## config.mk

```make
export PLATFORM = sky130hd
export DESIGN_NAME = pe_seq
export DESIGN_NICKNAME = d
export VERILOG_FILES = /design/src/rtl/pe_seq.sv
export SDC_FILE = /design/constraint.sdc
export NUM_CORES = 1
export LEC_CHECK = 0
export ABC_AREA = 1
export CAP_MARGIN = 20
export CORE_MARGIN = 8
export CORE_UTILIZATION = 40
export DETAILED_ROUTE_END_ITERATION = 6
export HOLD_SLACK_MARGIN = 0.1
export PLACE_DENSITY = 0.74
export SLEW_MARGIN = 20
export SYNTH_ARGS = -nofsm -noshare
export SYNTH_HDL_FRONTEND = slang
export SYNTH_SLANG_ARGS = --single-unit
export TNS_END_PERCENT = 20
```

## constraint.sdc

```tcl
create_clock -name clk -period 1.9 [get_ports clk]
set_clock_uncertainty 0.15 [all_clocks]
set_input_delay 0.57 -clock clk [delete_from_list [all_inputs] [get_ports clk]]
set_output_delay 0.57 -clock clk [all_outputs]
set_load 0.05 [all_outputs]
```

## src/rtl/pe_seq.sv

```systemverilog
// pe_seq: command/operand sequencer feeding the pe processing element.
// Takes LOAD / STREAM / REUSE commands plus a valid/ready operand stream
// and turns them into per-cycle pe controls (store, reuse, addr, finish).
// Every pe-facing signal comes straight from a flop. Any cycle without an
// accepted beat drives act=0, so the always-accumulating pe adds nothing.
module pe_seq #(
    parameter int IN_PRECISION = 16,
    parameter int REG_SIZE     = 4,
    parameter int LEN_W        = 8
) (
    input  logic                    clk,
    input  logic                    rst,
    input  logic                    cmd_valid,
    output logic                    cmd_ready,
    input  logic [1:0]              cmd_op,
    input  logic [LEN_W-1:0]        cmd_len,
    input  logic                    in_valid,
    output logic                    in_ready,
    input  logic [IN_PRECISION-1:0] in_act,
    input  logic [IN_PRECISION-1:0] in_wgt,
    output logic [IN_PRECISION-1:0] act,
    output logic [IN_PRECISION-1:0] wgt,
    output logic                    store,
    output logic                    reuse,
    output logic [REG_SIZE-1:0]     addr,
    output logic                    finish,
    output logic                    res_valid,
    output logic                    busy
);

    // Address 0 of the pe regfile is never written by the sequencer, so the
    // weight pointer cycles through 1 .. REG_SIZE-1.
    localparam logic [REG_SIZE-1:0] PTR_ONE  = {{(REG_SIZE-1){1'b0}}, 1'b1};
    localparam logic [REG_SIZE-1:0] PTR_LAST = REG_SIZE[REG_SIZE-1:0] - PTR_ONE;

    localparam logic [1:0] OP_LOAD  = 2'b00;
    localparam logic [1:0] OP_REUSE = 2'b10;

    typedef enum logic [2:0] {
        S_IDLE,
        S_LOAD,
        S_MAC,
        S_FIN,
        S_RES
    } state_t;

    state_t             state;
    logic               mode_reuse;
    logic [LEN_W-1:0]   rem;
    logic [REG_SIZE-1:0] ptr;
    logic               beat;

    // Advance the regfile pointer, skipping address 0 on wrap.
    function automatic logic [REG_SIZE-1:0] next_ptr(input logic [REG_SIZE-1:0] p);
        return (p == PTR_LAST) ? PTR_ONE : p + PTR_ONE;
    endfunction

    // Handshake decode from the registered state and remaining count.
    always_comb begin
        cmd_ready = (state == S_IDLE);
        busy      = (state != S_IDLE);
        in_ready  = ((state == S_LOAD) || (state == S_MAC)) && (rem != '0);
        beat      = in_ready && in_valid;
    end

    // Sequencer FSM: state, counters and all registered pe-facing outputs.
    always_ff @(posedge clk or negedge rst) begin
        if (!rst) begin
            state      <= S_IDLE;
            mode_reuse <= 1'b0;
            rem        <= '0;
            ptr        <= PTR_ONE;
            act        <= '0;
            wgt        <= '0;
            store      <= 1'b0;
            reuse      <= 1'b0;
            addr       <= '0;
            finish     <= 1'b0;
            res_valid  <= 1'b0;
        end else begin
            // Bubble values unless a beat or phase step overrides them below.
            act       <= '0;
            wgt       <= '0;
            store     <= 1'b0;
            reuse     <= 1'b0;
            addr      <= '0;
            finish    <= 1'b0;
            res_valid <= 1'b0;

            case (state)
                S_IDLE: begin
                    if (cmd_valid) begin
                        rem        <= cmd_len;
                        ptr        <= PTR_ONE;
                        mode_reuse <= (cmd_op == OP_REUSE);
                        state      <= (cmd_op == OP_LOAD) ? S_LOAD : S_MAC;
                    end
                end

                S_LOAD: begin
                    if (beat) begin
                        store <= 1'b1;
                        addr  <= ptr;
                        wgt   <= in_wgt;
                        ptr   <= next_ptr(ptr);
                        rem   <= rem - 1'b1;
                    end else if (rem == '0) begin
                        state <= S_IDLE;
                    end
                end

                S_MAC: begin
                    if (beat) begin
                        act <= in_act;
                        rem <= rem - 1'b1;
                        if (mode_reuse) begin
                            reuse <= 1'b1;
                            addr  <= ptr;
                            ptr   <= next_ptr(ptr);
                        end else begin
                            wgt <= in_wgt;
                        end
                    end else if (rem == '0) begin
                        // The last term has already been presented to the pe,
                        // so finish cannot collide with a live term.
                        finish <= 1'b1;
                        state  <= S_FIN;
                    end
                end

                S_FIN: begin
                    res_valid <= 1'b1;
                    state     <= S_RES;
                end

                S_RES: begin
                    state <= S_IDLE;
                end

                default: begin
                    state <= S_IDLE;
                end
            endcase
        end
    end

endmodule

```

# [Word-level counts from Yosys, hierarchy flattened]
# Index checks and enable logic that the tools add are counted.
[classes] n_addsub=2 mul=0 div_mod_pow=0 n_lt_le_gt_ge=0 n_eq_ne=14 n_shift=0 muxes=35 bitwise_logic=0 reduce_logical=15
[op_table] operator="two-way mux 16 bit" count=5
[op_table] operator="two-way mux 4 bit" count=8
[op_table] operator="case mux 16 bit (2 select lines)" count=1
[op_table] operator="two-way mux 8 bit" count=2
[op_table] operator="case mux 8 bit (2 select lines)" count=1
[op_table] operator="two-way mux 3 bit" count=5
[op_table] operator="inequality test 2 bit (second input constant)" count=6
[op_table] operator="case mux 3 bit (4 select lines)" count=1
[op_table] operator="case mux 4 bit (3 select lines)" count=1
[op_table] operator="AND reduction 5 bit" count=2
[op_table] operator="two-way mux 1 bit" count=9
[op_table] operator="logical NOT 8 bit" count=1
[op_table] operator="case mux 4 bit (2 select lines)" count=1
[op_table] operator="nonzero test 8 bit" count=1
[op_table] operator="subtractor 8 x 1 -> 8 bit (second input constant)" count=1
[op_table] operator="== test 3 x 2 -> 1 bit (second input constant)" count=2
[op_table] operator="inequality test 2 x 1 -> 1 bit (second input constant)" count=3
[op_table] operator="nonzero test 3 bit" count=2
[op_table] operator="adder 4 x 1 -> 4 bit (second input constant)" count=1
[op_table] operator="== test 4 x 2 -> 1 bit (second input constant)" count=1
[op_table] operator="== test 3 x 1 -> 1 bit (second input constant)" count=1
[op_table] operator="logical NOT 3 bit" count=1
[op_table] operator="AND reduction 3 bit" count=1
[op_table] operator="== test 2 bit (second input constant)" count=1
[op_table] operator="other kinds (7)" count=8
[word_totals] ff_bits=56 latch_bits=0 ramBits=0 rom_bits=0 in_bits=46 output_inout_bits=43 elab_cells=77 mem_count=0

# [Logic depth before layout (Yosys ltp)]
# Gate-level depths: netlist of run 1.
[logic_depth] depth_word=6 depth_mapped=11 depth_no_buf=10

# [Worst setup path after synthesis of run 1]
# No wires, ideal clock.
[synth_timing] kind="register to register" from="reg state[2]" to="reg rem[4]" setup_time_ns=0.116 arrival_time_ns=1.741 t_required_ns=1.634 slack_ns=-0.107 path_stages_with_launch=11 path_buffers=0 period_less_slack_ns=2.007 cell_sequence="dfrtp_1 > nor2_1 > nand2_1 > inv_2 > nand2_1 > nand2_1 > inv_2 > nand2_4 > inv_4 > nand2_1 > nand2_1"
[synth_via] word_cells_on_any_way=12 classes_between="eq/ne (4); mux (1); reduce/logical (7)"
[synth_lines] element="start: declaration" line_no="47" source="state_t state;"
[synth_lines] element="start signal: assignment" line_no="96" source="state <= (cmd_op == OP_LOAD) ? S_LOAD : S_MAC;"
[synth_lines] element="logical NOT 3 bit (*)"
[synth_lines] element="net cmd_ready" line_no="14" source="output logic cmd_ready,"
[synth_lines] element="inequality test 2 bit (no source line) or nonzero test 2 bit (tied branches)"
[synth_lines] element="AND reduction 3 bit (no source line)"
[synth_lines] element="end signal: assignment" line_no="93" source="rem <= cmd_len;"
[synth_lines] element="end signal: assignment" line_no="106" source="rem <= rem - 1'b1;"
[synth_lines] element="end signal: assignment" line_no="115" source="rem <= rem - 1'b1;"
[synth_lines] element="end: declaration" line_no="49" source="logic [LEN_W-1:0] rem;"
# Mark *: on every way through the listed nets, which the timed path passes. The rest lies on a longest branch.
# A chain may end at the register's enable or synchronous reset.

# [Final worst setup path of run 1]
[layout_timing] from="reg rem[0]" to="out in_ready"
[layout_via] elab_chain_cells=2
[layout_lines] element="nonzero test 8 bit" line_no="62" source="in_ready = ((state == S_LOAD) || (state == S_MAC)) && (rem != '0);"
[layout_lines] element="logical AND 1 bit" line_no="62"
[layout_lines] element="end: declaration" line_no="18" source="output logic in_ready,"
# Every way passes these cells.

==> metrics.cfg, run 1 <==
[sta]
hold_violations = 0
drv_slew = 0
min_period_ns = 2.066
maxSlewHeadroom = 0.7054
tightest_slew_ns = 0.4409
grt_setup_unrepaired = yes
max_freq_ghz = 0.4841
setup_ws_ns = -0.1655
setup_viol = 2
post-route-period-util = 1.087

[grt]
grt_first_pass_wirelength_um = 10560
grt_max_degree = 57
grt_antenna_before_repair = 0
grt_pass1_vias = 2295
grtUsageTotal = 0.1460
grt_overflow = 0

[yosys]
syn_inst = 293
synth_top_area_cell = dfrtp_1
syn_area_um2 = 2554
synth.area.top_cells = dfrtp_1, nand2_1, inv_1
synth_seq_cells = 56
yosys_warnings = 0
yosysSeqAreaShare = 0.5492
syn-num-nets = 342
syn_area_per_cell_um2 = 8.716
synth_top_cell_area_share = 0.5390
yosysUniqueCellTypes = 27

[worst_hold_path]
hp-class = reg -> reg
holdPathEnd = ptr[0]
worstHoldPathCells = 2
worstHoldStart = ptr[0]

[power]
power.density_nw_per_um2 = 1483
power_mw = 6.398
power_leakage_nw = 2.163
max-vdd-ir-drop_v = 0.0008171

[layout]
n_antenna_cell = 0
fin_nets = 460
final_cell_mix = nand2_1, dfrtp_1, buf_12
design_area_um2 = 4315
final_common_cell = nand2_1
areaGrowthSynthToFinish_pct = 68.99
layout-drive-gt1-share = 0.2985
fill_cells = 462

[cts]
htree_levels = 2
numCtsBuffers = 5
cts_buffer_depth = 2
clk_pin_slew_ns = 0.09
clock_sinks = 56
insertion_delay_ns = 0.31
cts_tree = built
cts_root_buf = clkbuf_8

[route]
avgRoutedWirePerCell_um = 13.61
via_per_inst = 4.656
drt_iter0_markers = 104
dr.pass1.iters = 4
drt-total-wl_um = 6655
vias = 2277
drc = 0
antenna_left = 0

[critical_path]
r2r_slack_ns = 0.08
criticalPathCategory = reg -> out
cp-end-kind = output port
cp-start-kind = register
worstPathArrival_ns = 1.35
r2r_cells = 11
reg2reg_from = rem[0]
cp.required_ns = 1.18
crit_fanout = 2
reg2reg_to = rem[6]

[floorplan]
core_um2 = 6277
die_area_um2 = 9197
die_h_um = 95.90
row_count = 29
start_util = 0.4068
pin_count = 89
die_x_um = 95.90

[placement]
placed_cell_area_um2 = 4013
gp_congestion = 0.8647
io_buffers = 88
hpwl_um = 4869

[job]
max_cap_violations = 0

[status]
outcome = complete, but fails checks
violations = setup timing

worst max-delay path by stage:
| stage | endpoint | from | cells after the start | slack (ns) |
|---|---|---|---|---|
| after CTS | in_ready | rem[0] | 8 | -0.17 |
| after floorplan | in_ready | rem[0] | 7 | -0.03 |
| final | in_ready | rem[0] | 8 | -0.17 |
| after global routing | in_ready | rem[0] | 8 | -0.24 |
| after detailed placement | rem[1] | in_valid | 7 | -0.09 |
| after global placement | ptr[1] | in_valid | 6 | -0.06 |
logic make-up (layout without fill, tap and decap cells):
kind of cell             after synthesis  count (layout)  synth area share
buffers and inverters                 47             166           0.08329
adder cells (fa/ha/maj)                3               3           0.01470
AO/OA/AOI/OAI                         13              13           0.03136
flip-flops                            56              56            0.5492
AND/OR/NAND/NOR                      174             174            0.3214
synthesized netlist by cell type, drive strengths merged:
cell and number:
nand2 89, dfrtp 55, nor2 47, inv 41, nand3 17, o21ai 10, nand4 9, nor3b 7
buf 5, a21oi 3, ha 3, nor3 2, or2 2, clkbuf 1, dfstp 1, nand3b 1
flip-flops by register name, summed over array words and instances (netlist names):
name / flops
finish: 1
ptr: 4
rem: 8
wgt: 16
addr: 4
res_valid: 1
state: 3
act: 16
reuse: 1
store: 1
mode_reuse: 1
per-stage QoR:
stage	hold WS, ns	utilization	setup TNS (ns)	cells	worst slack [ns]
2_1_floorplan	0.1244	-	-0.03360	293	-0.03360
3_3_place_gp	0.3201	0.6392	-0.6750	463	-0.05872
3_5_place_dp	0.3409	0.6392	-1.029	463	-0.09290
4_1_cts	0.1041	0.6729	-0.3575	481	-0.1738
5_1_grt	0.4068	0.6875	-0.3798	489	-0.2382
6_report	0.3733	0.6875	-0.1852	489	-0.1655
critical path: stages (launching register included):
cell	delay, ns
dfrtp_1	0.40
inv_2	0.09
ha_4	0.15
nand2_4	0.05
inv_4	0.06
nand2_4	0.05
nand2_4	0.07
inv_4	0.04
buf_12	0.13
what timing repair did:
item | 4_1_cts | 5_1_grt
hold buffers | 0 | 1
endpoints found under the hold margin | 0 | 3
pin swaps | 8 | 4
endpoints found under the setup margin | 3 | 19
setup buffers | 10 | 7
gates resized for setup | 13 | 9
layer usage:
metal,GRT usage,share of wire
met5,0,0
met3,0.03432,0.065
met2,0.2383,0.48
met1,0.1831,0.44
met4,0.05634,0.016
power breakdown:
group	internal (mW)	total, mW	switching, mW
registers	1.48	1.75	0.270
clock network	0.395	0.776	0.381
logic	1.66	3.88	2.22
total	3.53	6.40	2.87
area by class of cell:
class	count	area, um2	area share
Timing Repair Buffer	117	1551	0.3595
Sequential cell	56	1404	0.3253
Multi-Input combinational cell	190	993.5	0.2302
Inverter	41	163.9	0.03798
Tap cell	77	96.34	0.02233
Clock buffer	7	76.32	0.01769
Clock inverter	1	30.03	0.006959
(Power assumes the default switching activity.)
==> run 2, diff against run 1 <==
- GPL_ROUTABILITY_DRIVEN: default -> 0
- MAX_ROUTING_LAYER: default -> met4
- PLACE_DENSITY: 0.74 -> 0.73
==> run 2 against run 1 <==
  * Sequential share of layout area up 0.56 points
  * Clock-buffer cell count unchanged
  * Sequential cell count unchanged
  * The flow still finishes with violations (setup timing)
  * Sequential power about the same
  * Setup slack worse by 0.0047 ns
  * Critical path type unchanged
  * Total power down 4.1%
  * Combinational power down 4%
  * Critical path depth unchanged
  * Largest cell class unchanged
  * Register-to-register slack better by 0.10 ns
  * Global-route usage up 0.20 points
  * Utilization down 1.2 points
  * Non-clock buffer count down 4
==> metrics.cfg, run 2 (synthesis results as in run 1) <==
[placement]
hpwl_um = 5022  ; +3.1%
io_buffers = 88  ; unchanged
place_ws_ns = -0.07921  ; +0.01369 ns

[layout]
fin_nets = 456  ; -0.87%
final_common_cell = nand2_1
fill_cells = 491  ; +6.3%
final_cell_mix = nand2_1, dfrtp_1, clkdlybuf4s50_1, buf_12, nor2_1
reg_top3 = act x16, wgt x16, rem x8
layout-drive-gt1-share = 0.2917  ; -0.006877
n_antenna_cell = 0  ; unchanged
areaGrowthSynthToFinish_pct = 66.14

[cts]
insertion_delay_ns = 0.31  ; about the same
cts_root_buf = clkbuf_8
htree_levels = 2  ; unchanged
clk_pin_slew_ns = 0.09  ; about the same
clock_sinks = 56  ; unchanged
cts_buffer_depth = 2  ; unchanged
numCtsBuffers = 5  ; unchanged
cts_tree = built

[sta]
grt_setup_unrepaired = yes
tns_ns = -0.2392  ; -0.05392 ns
tightest_slew_ns = 0.3039  ; -0.1370 ns
max_freq_ghz = 0.4830  ; -0.23%
setup_viol = 3  ; +1
post-route-period-util = 1.090  ; +0.002473
min_period_ns = 2.070  ; +0.004699 ns
whs_ns = 0.3714  ; -0.001936 ns
maxSlewHeadroom = 0.7974  ; +0.09196
hold_violations = 0  ; unchanged
drv_slew = 0  ; unchanged
setup_ws_ns = -0.1702  ; -0.004699 ns

[route]
via_per_inst = 4.645  ; -0.24%
antenna_left = 0  ; unchanged
vias = 2253  ; -1.1%
dr.pass1.iters = 5  ; +1
drt-total-wl_um = 6543  ; -1.7%
drt_iter0_markers = 92  ; -12%
drc = 0  ; unchanged
avgRoutedWirePerCell_um = 13.49  ; -0.87%

[grt]
use_met3 = 0.03120  ; -0.003120
grt_overflow = 0  ; unchanged
use_met2 = 0.2571  ; +0.01886
grt_first_pass_wirelength_um = 10310  ; -2.4%
grtUsageMet1 = 0.1663  ; -0.01685
grtUsageTotal = 0.1480  ; +0.002008
grt_antenna_before_repair = 0  ; unchanged
grt_busiest_layer = met2
grt_pass1_vias = 2209  ; -3.7%
grt_max_degree = 57  ; unchanged

[critical_path]
reg2reg_to = rem[2]
cp.required_ns = 1.18  ; about the same
worstPathArrival_ns = 1.35  ; about the same
cp-start-kind = register
reg2reg_from = rem[1]
startpoint = rem[1]
cp-end-kind = output port
r2r_slack_ns = 0.18  ; +0.10 ns
criticalPathCategory = reg -> out
r2r_cells = 10  ; -1
crit_fanout = 2  ; unchanged

[floorplan]
die_h_um = 95.90  ; unchanged
pin_count = 89  ; unchanged
core_um2 = 6277  ; unchanged
die_x_um = 95.90  ; unchanged
start_util = 0.4068  ; unchanged
die_area_um2 = 9197  ; unchanged
row_count = 29  ; unchanged

[job]
max_cap_violations = 0  ; unchanged

[power]
power_leakage_nw = 2.125  ; -1.7%
max-vdd-ir-drop_v = 0.0007861  ; -3.8%
power.density_nw_per_um2 = 1445  ; -2.5%

[status]
outcome = complete, but fails checks
violations = setup timing

[worst_hold_path]
holdPathEnd = rem[1]
worstHoldStart = rem[1]
hp-class = reg -> reg
worstHoldPathCells = 2  ; unchanged

[run 2: cell types whose count changed in the layout (fill, tap and decap cells not counted), sizes merged]
cell and change:
clkinvlp +1, bufinv -1, buf -4
[run 2: power breakdown]
group / leakage [nW] / internal (mW) / total [mW] / switching [mW]
Clock: 0.0445 / 0.297 / 0.672 / 0.375
Combinational: 1.33 / 1.57 / 3.71 / 2.14
Sequential: 0.755 / 1.48 / 1.75 / 0.278
[run 2: layer usage]
metal / routed length (um) / part of all wire / vias to the layer above
li1: - / - / 1128
met1: 2695 / 0.41 / 1052
met2: 3434 / 0.52 / 65
met3: 320 / 0.049 / 8
met4: 93 / 0.014 / 0
met5: 0 / 0 / -
[run 2: cell type report]
class | instances | area (um2) | area share
inverter | 41 | 161.4 | 0.03804
timing repair buffer | 113 | 1509 | 0.3556
clock buffer | 7 | 86.33 | 0.02035
clock inverter | 1 | 7.507 | 0.001769
tap | 77 | 96.34 | 0.02271
sequential | 56 | 1404 | 0.3309
multi-input combinational | 190 | 978.4 | 0.2306
[run 2: how the worst max path moves through the flow]
stage,slack [ns],cells after the start,endpoint
after floorplan,-0.03,7,in_ready
after global placement,-0.05,7,rem[1]
after detailed placement,-0.08,6,ptr[2]
after CTS,-0.18,8,in_ready
after global routing,-0.25,8,in_ready
final,-0.17,8,in_ready
[run 2: critical path: stages (launching register included)]
cell and delay [ns]:
dfrtp_1 0.41, inv_2 0.09, ha_4 0.14, nand2_2 0.05
inv_2 0.06, nand2_4 0.05, nand2_4 0.07, inv_4 0.04
buf_12 0.14
[run 2: metrics by stage]
step	cell area (um2)	power [mW]	cells	util
2_1_floorplan	2559	3.851	293	-
3_3_place_gp	4030	5.149	467	0.6420
3_5_place_dp	4030	5.248	467	0.6420
4_1_cts	4232	6.116	485	0.6741
5_1_grt	4243	6.560	485	0.6759
6_report	4243	6.132	485	0.6759
[run 2: timing repair]
| item | in CTS | in global routing |
|---|---|---|
| endpoints found under the setup margin | 3 | 3 |
| gates resized for setup | 13 | 4 |
| endpoints found under the hold margin | 1 | 0 |
| pin swaps | 8 | 1 |
| cloned | 0 | 0 |
| hold buffers | 1 | 0 |
| setup buffers | 9 | 0 |
==> run 3, diff against run 2 <==
- CORE_ASPECT_RATIO: default -> 0.8
==> run 3 against run 2 <==
  * The flow still finishes with violations (setup timing)
  * Global-route usage up 0.34 points
  * Non-clock buffer count up 4
  * Via count grew 3.3%
  * Sequential power hardly changed
  * First-iteration DRC count increased by 29%
  * Setup slack lost 0.0035 ns
  * Sequential share of layout area shrank 0.59 points
  * Sequential cell count unchanged
  * Critical path depth fell by 1
  * Maximum frequency decreased by 0.17%
  * Critical path type unchanged
  * Largest cell class unchanged
==> metrics.cfg, run 3 (synthesis results as in run 1) <==
[cts]
clock_sinks = 56  ; unchanged
cts_root_buf = clkbuf_8
clk_pin_slew_ns = 0.10  ; about the same
numCtsBuffers = 5  ; unchanged
insertion_delay_ns = 0.30  ; about the same
htree_levels = 2  ; unchanged
cts_buffer_depth = 2  ; unchanged
cts_tree = built

[sta]
tightest_slew_ns = 0.4424  ; +0.1385 ns
min_period_ns = 2.074  ; +0.003527 ns
hold_violations = 0  ; unchanged
max_freq_ghz = 0.4822  ; -0.17%
drv_slew = 0  ; unchanged
tns_ns = -0.3322  ; -0.09308 ns
setup_ws_ns = -0.1738  ; -0.003527 ns
maxSlewHeadroom = 0.7044  ; -0.09297
setup_viol = 3  ; unchanged
grt_setup_unrepaired = yes
whs_ns = 0.3707  ; -0.0006770 ns
post-route-period-util = 1.091  ; +0.001856

[placement]
place_ws_ns = -0.07899  ; +0.0002198 ns
hpwl_um = 5042  ; +0.40%
io_buffers = 88  ; unchanged

[layout]
final_cell_mix = nand2_1, dfrtp_1, buf_12
n_antenna_cell = 0  ; unchanged
layout-drive-gt1-share = 0.3058  ; +0.01416
areaGrowthSynthToFinish_pct = 69.18
reg_top3 = act x16, wgt x16, rem x8
final_common_cell = nand2_1
fin_util = 0.6881  ; +0.01222
fin_nets = 460  ; +0.88%

[grt]
grt_overflow = 0  ; unchanged
grt_antenna_before_repair = 0  ; unchanged
grtUsageTotal = 0.1514  ; +0.003441
grt_pass1_vias = 2265  ; +2.5%
grt_max_degree = 57  ; unchanged
grt_first_pass_wirelength_um = 10990  ; +6.6%

[critical_path]
crit_cells = 7  ; -1
worstPathArrival_ns = 1.35  ; about the same
cpMostUsedCell = nand2_4
cp-end-kind = output port
cp.required_ns = 1.18  ; about the same
cp_top_family = flip-flops
slowest_stage = dfrtp_1
cp-start-kind = register
crit_fanout = 2  ; unchanged
critical_path_buf_inv_count = 3  ; -1
slowest_delay_ns = 0.42  ; about the same
r2r_cells = 11  ; +1
cp_cell_sequence = nor2_2 > nand2_2 > inv_2 > nand2_4 > nand2_4 > inv_4 > buf_12
criticalPathCategory = reg -> out

[route]
drc = 0  ; unchanged
avgRoutedWirePerCell_um = 13.71  ; +1.6%
dr.pass1.iters = 4  ; -1
via_per_inst = 4.694  ; +1.0%
drt-total-wl_um = 6801  ; +3.9%
vias = 2328  ; +3.3%
drt_iter0_markers = 119  ; +29%
antenna_left = 0  ; unchanged

[power]
power.density_nw_per_um2 = 1474  ; +2.0%
max-vdd-ir-drop_v = 0.0005875  ; -25%
power_leakage_nw = 2.146  ; +0.97%

[status]
outcome = complete, but fails checks
violations = setup timing

[floorplan]
die_h_um = 87.47  ; -8.8%
start_util = 0.4067  ; about the same
row_count = 26  ; -10%
die_x_um = 105.3  ; +9.8%
pin_count = 89  ; unchanged
die_area_um2 = 9213  ; +0.17%
core_um2 = 6279  ; about the same

[worst_hold_path]
worstHoldPathCells = 1  ; -1
hp-class = reg -> reg

[job]
max_cap_violations = 0  ; unchanged

==> run 3: worst register-to-register path, cell delays in order (launching register included) <==
cell,delay [ns]
dfrtp_2,0.46
nor2_2,0.13
nand2_2,0.09
nand2_4,0.09
nand2_4,0.06
buf_4,0.13
buf_4,0.12
buf_4,0.15
nor2_8,0.16
buf_4,0.15
nand3_1,0.07
nand2_1,0.09
==> run 3: final cells by class <==
| cell class | instances | area (um2) |
|---|---|---|
| Fill cell | 472 | 1958 |
| Timing Repair Buffer | 117 | 1551 |
| Sequential cell | 56 | 1404 |
| Multi-Input combinational cell | 190 | 1002 |
| Inverter | 41 | 163.9 |
| Tap cell | 84 | 105.1 |
| Clock buffer | 5 | 68.82 |
| Clock inverter | 3 | 25.02 |
==> run 3: per-layer routing <==
| layer | vias to the layer above | part of all wire | GRT usage |
|---|---|---|---|
| li1 | 1137 | - | - |
| met1 | 1103 | 0.43 | 0.1804 |
| met2 | 80 | 0.50 | 0.2567 |
| met3 | 8 | 0.050 | 0.03107 |
| met4 | 0 | 0.015 | 0.04005 |
| met5 | - | 0 | - |
==> run 3: what timing repair did <==
item | 4_1_cts | 5_1_grt
hold buffers | 0 | 1
setup buffers | 7 | 5
pin swaps | 7 | 4
setup endpoints to repair | 3 | 8
hold endpoints to repair | 0 | 1
gates resized for setup | 16 | 6
==> run 3: worst paths after layout <==
path / startpoint / to / slack [ns]
setup / recovery: rem[2] / in_ready / -0.17
hold / removal: state[2] / state[2] / 0.37
setup reg to reg: state[2] / addr[3] / 0.01
hold reg to reg: state[2] / state[2] / 0.37
max in group asynchronous: rst / ptr[0] / 0.66
min in group asynchronous: rst / rem[3] / 0.62
==> run 3: report_power, final <==
part / internal [mW] / total, mW / switching, mW / leakage, nW
registers: 1.48 / 1.75 / 0.275 / 0.755
logic: 1.69 / 3.94 / 2.25 / 1.35
clock network: 0.270 / 0.680 / 0.410 / 0.0452
total: 3.43 / 6.37 / 2.94 / 2.15
==> run 3: metrics by stage <==
step                      std cells  instance area [um2]  power, mW
after CTS                       490                 4250      6.221
after floorplan                 293                 2559      3.851
after global routing            496                 4320      6.781
after global placement          475                 4059      5.187
after detailed placement        475                 4059      5.287
final                           496                 4320      6.370
